`config.mk`:
```
export PLATFORM = sky130hd
export DESIGN_NAME = omsp_gfx_refresh_lt24
export DESIGN_NICKNAME = d
export VERILOG_FILES = /design/src/rtl/omsp_gfx_refresh_lt24.sv
export SDC_FILE = /design/constraint.sdc
export NUM_CORES = 1
export LEC_CHECK = 0
export CORE_UTILIZATION = 35
export DETAILED_ROUTE_END_ITERATION = 8
export GPL_ROUTABILITY_DRIVEN = 0
export PLACE_DENSITY = 0.68
export SETUP_SLACK_MARGIN = 0.05
export SLEW_MARGIN = 25
export SYNTH_ARGS = -nofsm -noshare
export SYNTH_HDL_FRONTEND = slang
export SYNTH_SLANG_ARGS = --single-unit
```
`constraint.sdc`:
```
create_clock -name mclk -period 1.6 [get_ports mclk]
set_input_delay 0.32 -clock mclk [delete_from_list [all_inputs] [get_ports mclk]]
set_output_delay 0.32 -clock mclk [all_outputs]
set_load 0.01 [all_outputs]
```
`src/rtl/omsp_gfx_refresh_lt24.sv`:
```
// omsp_gfx_refresh_lt24: display-side refresh engine. Opens an LT24 8080 write
// transaction per frame (MEMWR command, then display_size_i pixels), fetching
// each pixel from the backend through a request/ready handshake.
// Optional build macro OMSP_GFX_REFRESH_PREFETCH_EN: requests pixel n+1 while
// pixel n is being strobed and parks the reply in a one-entry holding register.
module omsp_gfx_refresh_lt24 #(
  parameter int unsigned SPIX_W    = 17,
  parameter int unsigned WR_CYCLES = 2,
  parameter logic [15:0] CMD_MEMWR = 16'h002C
) (
  input  logic              mclk,
  input  logic              puc_rst,
  input  logic              refresh_start_i,
  input  logic [SPIX_W-1:0] display_size_i,
  input  logic [15:0]       refresh_data_i,
  input  logic              refresh_data_ready_i,
  output logic              refresh_active_o,
  output logic              refresh_data_request_o,
  output logic              refresh_done_o,
  output logic              lcd_cs_n_o,
  output logic              lcd_rs_o,
  output logic              lcd_wr_n_o,
  output logic [15:0]       lcd_d_o
);

  localparam int unsigned     PH_W    = 4;
  localparam logic [PH_W-1:0] PH_LOAD = PH_W'(WR_CYCLES - 1);

  typedef enum logic [2:0] {
    IDLE, CMD_LO, CMD_HI, REQ, WAIT, DAT_LO, DAT_HI, DONE
  } state_t;

  state_t            state_q, state_d;
  logic [PH_W-1:0]   ph_q, ph_d;
  logic [SPIX_W-1:0] cnt_q, cnt_d;
  logic              active_q, active_d;
  logic              req_q, req_d;
  logic              done_q, done_d;
  logic              cs_n_q, cs_n_d;
  logic              rs_q, rs_d;
  logic              wr_n_q, wr_n_d;
  logic [15:0]       dat_q, dat_d;

  logic              ph_last;
  logic              load_pix;
  logic [15:0]       load_val;
  logic              go_req;
  logic              go_done;

`ifdef OMSP_GFX_REFRESH_PREFETCH_EN
  logic              pend_q, pend_d;
  logic              hold_vld_q, hold_vld_d;
  logic [15:0]       hold_q, hold_d;
`endif

  assign ph_last = (ph_q == '0);

  // Next-state and next-output logic; outputs are registered from the *_d values
  always_comb begin
    state_d  = state_q;
    ph_d     = ph_q;
    cnt_d    = cnt_q;
    active_d = active_q;
    req_d    = 1'b0;
    done_d   = 1'b0;
    cs_n_d   = cs_n_q;
    rs_d     = rs_q;
    wr_n_d   = wr_n_q;
    dat_d    = dat_q;
    load_pix = 1'b0;
    load_val = refresh_data_i;
    go_req   = 1'b0;
    go_done  = 1'b0;
`ifdef OMSP_GFX_REFRESH_PREFETCH_EN
    pend_d     = pend_q;
    hold_vld_d = hold_vld_q;
    hold_d     = hold_q;
`endif

    case (state_q)
      IDLE: begin
        if (refresh_start_i) begin
          state_d  = CMD_LO;
          cnt_d    = display_size_i;
          ph_d     = PH_LOAD;
          active_d = 1'b1;
          cs_n_d   = 1'b0;
          rs_d     = 1'b0;
          wr_n_d   = 1'b0;
          dat_d    = CMD_MEMWR;
        end
      end
      CMD_LO: begin
        if (ph_last) begin
          state_d = CMD_HI;
          ph_d    = PH_LOAD;
          wr_n_d  = 1'b1;
        end else begin
          ph_d = ph_q - PH_W'(1);
        end
      end
      CMD_HI: begin
        if (ph_last) begin
          if (cnt_q == '0) go_done = 1'b1;
          else             go_req  = 1'b1;
        end else begin
          ph_d = ph_q - PH_W'(1);
        end
      end
      REQ: state_d = WAIT;
      WAIT: begin
        if (refresh_data_ready_i) begin
          load_pix = 1'b1;
`ifdef OMSP_GFX_REFRESH_PREFETCH_EN
          pend_d = 1'b0;
`endif
        end
      end
      DAT_LO: begin
        if (ph_last) begin
          state_d = DAT_HI;
          ph_d    = PH_LOAD;
          wr_n_d  = 1'b1;
        end else begin
          ph_d = ph_q - PH_W'(1);
        end
`ifdef OMSP_GFX_REFRESH_PREFETCH_EN
        if (pend_q && refresh_data_ready_i) begin
          hold_d     = refresh_data_i;
          hold_vld_d = 1'b1;
          pend_d     = 1'b0;
        end
`endif
      end
      DAT_HI: begin
        if (ph_last) begin
          cnt_d = cnt_q - SPIX_W'(1);
          if (cnt_q == SPIX_W'(1)) begin
            go_done = 1'b1;
          end else begin
`ifdef OMSP_GFX_REFRESH_PREFETCH_EN
            if (hold_vld_q) begin
              load_pix   = 1'b1;
              load_val   = hold_q;
              hold_vld_d = 1'b0;
            end else if (pend_q && refresh_data_ready_i) begin
              load_pix = 1'b1;
              pend_d   = 1'b0;
            end else begin
              state_d = WAIT;
            end
`else
            go_req = 1'b1;
`endif
          end
        end else begin
          ph_d = ph_q - PH_W'(1);
`ifdef OMSP_GFX_REFRESH_PREFETCH_EN
          if (pend_q && refresh_data_ready_i) begin
            hold_d     = refresh_data_i;
            hold_vld_d = 1'b1;
            pend_d     = 1'b0;
          end
`endif
        end
      end
      DONE:    state_d = IDLE;
      default: state_d = IDLE;
    endcase

    // Shared transition actions
    if (go_req) begin
      state_d = REQ;
      req_d   = 1'b1;
    end
    if (go_done) begin
      state_d  = DONE;
      done_d   = 1'b1;
      cs_n_d   = 1'b1;
      active_d = 1'b0;
      rs_d     = 1'b1;
    end
    if (load_pix) begin
      state_d = DAT_LO;
      ph_d    = PH_LOAD;
      wr_n_d  = 1'b0;
      rs_d    = 1'b1;
      dat_d   = load_val;
`ifdef OMSP_GFX_REFRESH_PREFETCH_EN
      if (cnt_d > SPIX_W'(1)) req_d = 1'b1;
`endif
    end
`ifdef OMSP_GFX_REFRESH_PREFETCH_EN
    if (req_d) pend_d = 1'b1;
`endif
  end

  // State, counters and registered outputs
  always_ff @(posedge mclk) begin
    if (puc_rst) begin
      state_q  <= IDLE;
      ph_q     <= '0;
      cnt_q    <= '0;
      active_q <= 1'b0;
      req_q    <= 1'b0;
      done_q   <= 1'b0;
      cs_n_q   <= 1'b1;
      rs_q     <= 1'b1;
      wr_n_q   <= 1'b1;
      dat_q    <= '0;
    end else begin
      state_q  <= state_d;
      ph_q     <= ph_d;
      cnt_q    <= cnt_d;
      active_q <= active_d;
      req_q    <= req_d;
      done_q   <= done_d;
      cs_n_q   <= cs_n_d;
      rs_q     <= rs_d;
      wr_n_q   <= wr_n_d;
      dat_q    <= dat_d;
    end
  end

`ifdef OMSP_GFX_REFRESH_PREFETCH_EN
  // Outstanding-request flag and one-entry pixel holding register
  always_ff @(posedge mclk) begin
    if (puc_rst) begin
      pend_q     <= 1'b0;
      hold_vld_q <= 1'b0;
      hold_q     <= '0;
    end else begin
      pend_q     <= pend_d;
      hold_vld_q <= hold_vld_d;
      hold_q     <= hold_d;
    end
  end
`endif

  assign refresh_active_o       = active_q;
  assign refresh_data_request_o = req_q;
  assign refresh_done_o         = done_q;
  assign lcd_cs_n_o             = cs_n_q;
  assign lcd_rs_o               = rs_q;
  assign lcd_wr_n_o             = wr_n_q;
  assign lcd_d_o                = dat_q;

endmodule

```
# Word-level counts from Yosys, hierarchy flattened

Cells that the tools add are included.

Register bits after elaboration: 46
Latch bits: 0
Memory bits (writable): 0
Bits in read-only memories: 0
Bits of input ports: 37
Output and inout bits: 22
Memories kept: 0

Add/subtract/negate cells: 2
Multiply operators: 0
Div/mod/pow operators: 0
Magnitude comparators: 0
Eq/ne operators: 20
Shift operators: 0
Mux-type cells: 36
Bitwise operators: 0
Reduce and logical (&&, ||, !) cells: 24

Operators with widths:

| cell                                                                    | count |
|---|---|
| 16-bit 2-to-1 mux                                                       | 3 |
| 17-bit 2-to-1 mux                                                       | 2 |
| 17-bit case mux with 2 select lines                                     | 1 |
| 3-bit 2-to-1 mux                                                        | 6 |
| 17-bit by 1-bit equality test with 1-bit output (second input constant) | 1 |
| 17-bit zero test                                                        | 1 |
| 17-bit by 1-bit subtractor with 17-bit output (second input constant)   | 1 |
| 1-bit 2-to-1 mux                                                        | 16 |
| 5-bit != test (second input constant)                                   | 3 |
| 3-bit case mux with 5 select lines                                      | 1 |
| 3-bit equality test (second input constant)                             | 4 |
| 4-bit 2-to-1 mux                                                        | 3 |
| 4-bit != test (second input constant)                                   | 3 |
| 4-bit case mux with 3 select lines                                      | 1 |
| 3-bit AND reduction                                                     | 4 |
| 4-bit AND reduction                                                     | 2 |
| 8-bit nonzero test                                                      | 1 |
| 2-bit OR reduction                                                      | 4 |
| 7-bit nonzero test                                                      | 1 |
| 3-bit by 2-bit equality test with 1-bit output (second input constant)  | 2 |
| 2-bit != test (second input constant)                                   | 3 |
| 1-bit case mux with 2 select lines                                      | 3 |
| 2-bit nonzero test                                                      | 3 |
| 3-bit nonzero test                                                      | 2 |
| 10 further kinds                                                        | 11 |

# Longest topological paths before layout

Depth in word-level cells: 7
Gate-level depth with buffers: 7
Gate-level depth less buffers: 6

# Worst setup path before layout

No wires, ideal clock.

Kind: register to register
Start: register ph_q[0]
End: register ph_q[1]
Setup time: 0.130 ns
Data arrival time: 1.462 ns
Data required time: 1.470 ns
Path slack: 0.008 ns
Stages on the path, launching flop included: 8
Buffers on the path: 1
Clock period less this slack: 1.592 ns
Cells stage by stage: dfxtp_1 > inv_1 > ha_1 > nor3b_2 > buf_2 > a21oi_1 > o21ai_0 > nor3_1

Cells in the longest elaborated chain, start to end: 3
Elaborated cells between the ends (all ways): 7
Classes of those cells: 1 x add/sub; 1 x eq/ne; 3 x mux; 2 x reduce/logical

Ends and longest elaborated chain:

| element                                                                        | RTL line | RTL |
|---|---|---|
| from (decl)                                                                    | 34       | `logic [PH_W-1:0] ph_q, ph_d;` |
| from (signal assigned)                                                         | 213      | `ph_q <= ph_d;` |
| 4-bit by 1-bit subtractor with 4-bit output or 4-bit zero test (tied branches) | --       |  |
| 4-bit 2-to-1 mux (tied with other cells)                                       | 103, 136 |  |
| 4-bit case mux with 3 select lines or 3-bit AND reduction (tied branches)      | --       |  |

Parallel ways exist; a longest one is shown, timed or not. The select of a mux whose other input is x is not followed.
A chain may end at the register's enable or synchronous reset.

# Worst setup path in the final report

Start: register ph_q[0]
End: register cnt_q[11]

Cells in the longest elaborated chain, start to end: 3

Ends and longest elaborated chain:

| element                       | RTL line | RTL |
|---|---|---|
| 4-bit zero test               | 56       | `assign ph_last = (ph_q == '0);` |
| 2-bit != test (no line)       | --       |  |
| 3-bit AND reduction (no line) | --       |  |
| to (signal assigned)          | 214      | `cnt_q <= cnt_d;` |
| to (decl)                     | 35       | `logic [SPIX_W-1:0] cnt_q, cnt_d;` |

No other way between the ends.

==> results by group <==
Outcome
  • Status: complete, but fails checks
  • Failing checks: negative setup slack

Timing
  • Final Skew: roughly 0.01 ns
  • Final worst path period need: roughly 1.6 ns
  • Final worst setup slack: -0.0292 ns
  • Period utilisation layout: 102%
  • Worst Tran Pin Value: between 0.4 and 0.5 ns
  • RSZ-0062 raised after global routing: true
  • Worst slew margin: a little under three quarters
  • Slew Viols, Final: 0
  • Max frequency: roughly 600 MHz
  • Setup TNS: -0.0844 ns
  • Final Hold Vio Count: 0
  • Final Setup Violations: 6

Layout
  • Filler Cells Inserted: about 540
  • Commonest non-fill, non-tap cell in the layout: buf_4
  • Fin util: about 63%
  • Nets: 450
  • Design area: slightly above 4000 um2
  • Layout cells sized above 1: between 30% and 40%
  • Ant. Diodes: 0
  • Area Growth Syn to Fin: 67.9%
  • Commonest non-fill, non-tap cells in the layout: buf_4 (60), clkdlybuf4s50_1 (46), dfxtp_1 (39)

Setup path
  • R2r setup slk: -0.03 ns
  • Crit path capture: cnt_q[11]$_SDFFE_PP0P_
  • CP endpoint kind: register
  • Crit. Startpoint: ph_q[0]$_SDFFE_PP0P_
  • Reg2Reg Launch Point: ph_q[0]$_SDFFE_PP0P_
  • WS Path Type: register to register
  • CP arrival: between 1.5 and 2 ns
  • CP startpoint kind: register
  • Reg-to-reg endpoint: cnt_q[11]$_SDFFE_PP0P_
  • CP Data Required Time: ~1.8 ns
  • Crit Path Max Fanout: 6
  • R2R depth: 8

Place
  • Post-DP HPWL: 4890 um
  • Placed inst area: 3430 um2
  • PortBufs: slightly below 60

Pwr
  • Combinational Power Share: roughly 61%
  • Leak: around 0.0017 uW
  • Worst VDD drop: ~1.1 mV
  • Sw power: 2600 uW
  • Part of the power in registers: 24.1%
  • Clk network pwr share: approximately 15%
  • Switching share of power: around 38%
  • Pwr per Cell Area: between 1500 and 2000 nW/um2
  • Total power: 6870 uW
  • Int Pwr: around 4300 uW

Synth
  • Post-Syn Instances: approximately 290
  • EDFF count, synth: 0
  • Syn Area/Cell: 8.32 um2
  • Ranking of synthesized cells by area: dfxtp_1 (38%), a22oi_1 (5.0%), nor2_1 (4.2%), a21oi_1 (4.1%), o21ai_0 (3.3%)
  • Post-synth ARST share: 0%
  • Area leader, netlist: dfxtp_1
  • Synthesized flop and latch total: 46
  • Cell variety after synth: 51
  • Synth Flop Type: dfxtp_1
  • Synth Warn #: 0
  • Sequential area share after synthesis: 38.1%
  • Syn_nets: roughly 330
  • Syn Std Cell Area: approximately 2400 um2
  • Post-synth top area share: 38.1%

Detailed routing
  • Vias: between 2,000 and 3,000
  • Initial DRC count: approximately 130
  • Post-route antenna net violation count: 0
  • Initial DRT Pass Iterations: 4
  • DRC viols: 0
  • DR WL/cell: 15.6 um
  • Via density: 5.46
  • Overall routed net length: about 7600 um

Clock tree
  • Reg clk slew, reported paths: approximately 0.10 ns
  • # hold bufs at CTS: 0
  • Clock root buffer: clkbuf_8
  • CTS Buf Count: 5
  • Clock Latency Late Sink: ~0.30 ns
  • Clock tree buffer depth: 2
  • CTS Sinks: 46
  • TritonCTS clock tree: built
  • CTS H-tree lvls: 2

Global routing
  • Largest net degree at the start of global routing: 25
  • GRT Total Usage: 20.3%
  • GRT overflow: 0
  • Vias in the first global route: 2,597
  • Initial antenna violation count: 0
  • First-pass GRT wire length: ~12,000 um

Die
  • Rows: 29
  • Top Ports: 59
  • Die Area: around 7300 um2
  • Initial Util: a little under two fifths
  • Die H: roughly 85 um
  • Core area: 6490 um2
  • Die width: 85.2 um

Hold path
  • Worst hold path type: register to register

Job
  • Max-cap violations: 0
## synthesized netlist by cell type, types with 3 or more instances
cell and instances:
nand2b_1 5, nor2_1 27, a22oi_1 16, a31oi_1 6, o22ai_1 4, ha_1 5, nand3b_1 5, nand2_1 18
nor2b_1 4, a21oi_1 20, nand3_1 9, o32ai_1 5, dfxtp_1 46, a211oi_1 3, clkbuf_1 11, buf_2 10
nand4_1 8, nor3_1 10, inv_1 12, o31a_1 3, nor4_1 5, o21ai_0 16, or3_1 3, a21o_1 4
## area by class of cell
cell class                 instances  area (um2)  share of cell area [%]
multi-input combinational        209        1580                    39.0
timing repair buffer             134        1270                    31.2
sequential                        46         932                    22.9
tap                               77        96.3                    2.37
clock buffer                       5        68.8                    1.69
clock inverter                     3        68.8                    1.69
inverter                          12        45.0                    1.11
## metrics by stage
step | cells | setup WS (ns) | hold WS [ns]
4_1_cts | 476 | 0.00425 | 0.480
3_3_place_gp | 457 | -0.474 | 0.450
3_5_place_dp | 457 | -0.569 | 0.448
5_1_grt | 486 | -0.128 | 0.494
2_1_floorplan | 291 | 0.0573 | 0.475
6_report | 486 | -0.0292 | 0.475
## worst max-delay path: stages (launching register included)
cell and delay, ns:
dfxtp_2 0.33, inv_2 0.08, ha_4 0.12, nor3b_4 0.39
buf_6 0.17, a21o_4 0.15, buf_4 0.12, nand3b_1 0.08
a31oi_1 0.13
## power groups by stage
stage	sequential (uW)	combinational [uW]	clock [uW]
2_1_floorplan	1640	1690	0
3_3_place_gp	1640	2920	0
3_5_place_dp	1650	2960	0
4_1_cts	1640	3580	1070
5_1_grt	1680	4480	1130
6_report	1650	4160	1060
## kinds of logic (layout without fill, tap and decap cells)
logic type               after synthesis  in the layout  synth area share (%)
AND/OR/NAND/NOR                      112            112                  27.1
AO/OA/AOI/OAI                         89             89                  24.5
flip-flops                            46             46                  38.1
buffers and inverters                 36            154                  6.46
adder cells (fa/ha/maj)                5              5                  2.59
multiplexers                           3              3                  1.29
## timing repair
action,CTS,global route
setup buffers,9,8
pin swaps,18,24
cloned,2,2
resized for setup,43,51
setup endpoints to repair,41,56
## how the worst min path moves through the flow
stage	from	end	slack [ns]	depth (start not counted)
after CTS	lcd_cs_n_o$_SDFFE_PP1P_	lcd_cs_n_o$_SDFFE_PP1P_	0.48	1
after global routing	lcd_cs_n_o$_SDFFE_PP1P_	lcd_cs_n_o$_SDFFE_PP1P_	0.49	1
after global placement	lcd_wr_n_o$_SDFFE_PP1P_	lcd_wr_n_o$_SDFFE_PP1P_	0.45	2
after floorplan	cnt_q[15]$_SDFFE_PP0P_	cnt_q[15]$_SDFFE_PP0P_	0.48	2
final	lcd_cs_n_o$_SDFFE_PP1P_	lcd_cs_n_o$_SDFFE_PP1P_	0.47	1
after detailed placement	lcd_cs_n_o$_SDFFE_PP1P_	lcd_cs_n_o$_SDFFE_PP1P_	0.45	1
## routing by layer
metal  vias up  wire, um  global-route usage [%]  share of wire, %
met5         -         0                       0                 0
met4         0        70                    4.31              0.92
met3         9       314                    3.60               4.1
met2        78      3960                    36.2                52
met1      1248      3250                    25.5                43
li1       1320         -                       -                 -
## state kept, by name (all words and copies together) (netlist names)
| register | cells |
|---|---|
| lcd_rs_o | 1 |
| ph_q | 4 |
| refresh_done_o | 1 |
| cnt_q | 17 |
| refresh_active_o | 1 |
| refresh_data_request_o | 1 |
| state_q | 3 |
| lcd_wr_n_o | 1 |
| lcd_d_o | 16 |
| lcd_cs_n_o | 1 |
Power figures use the tool's default switching activity.
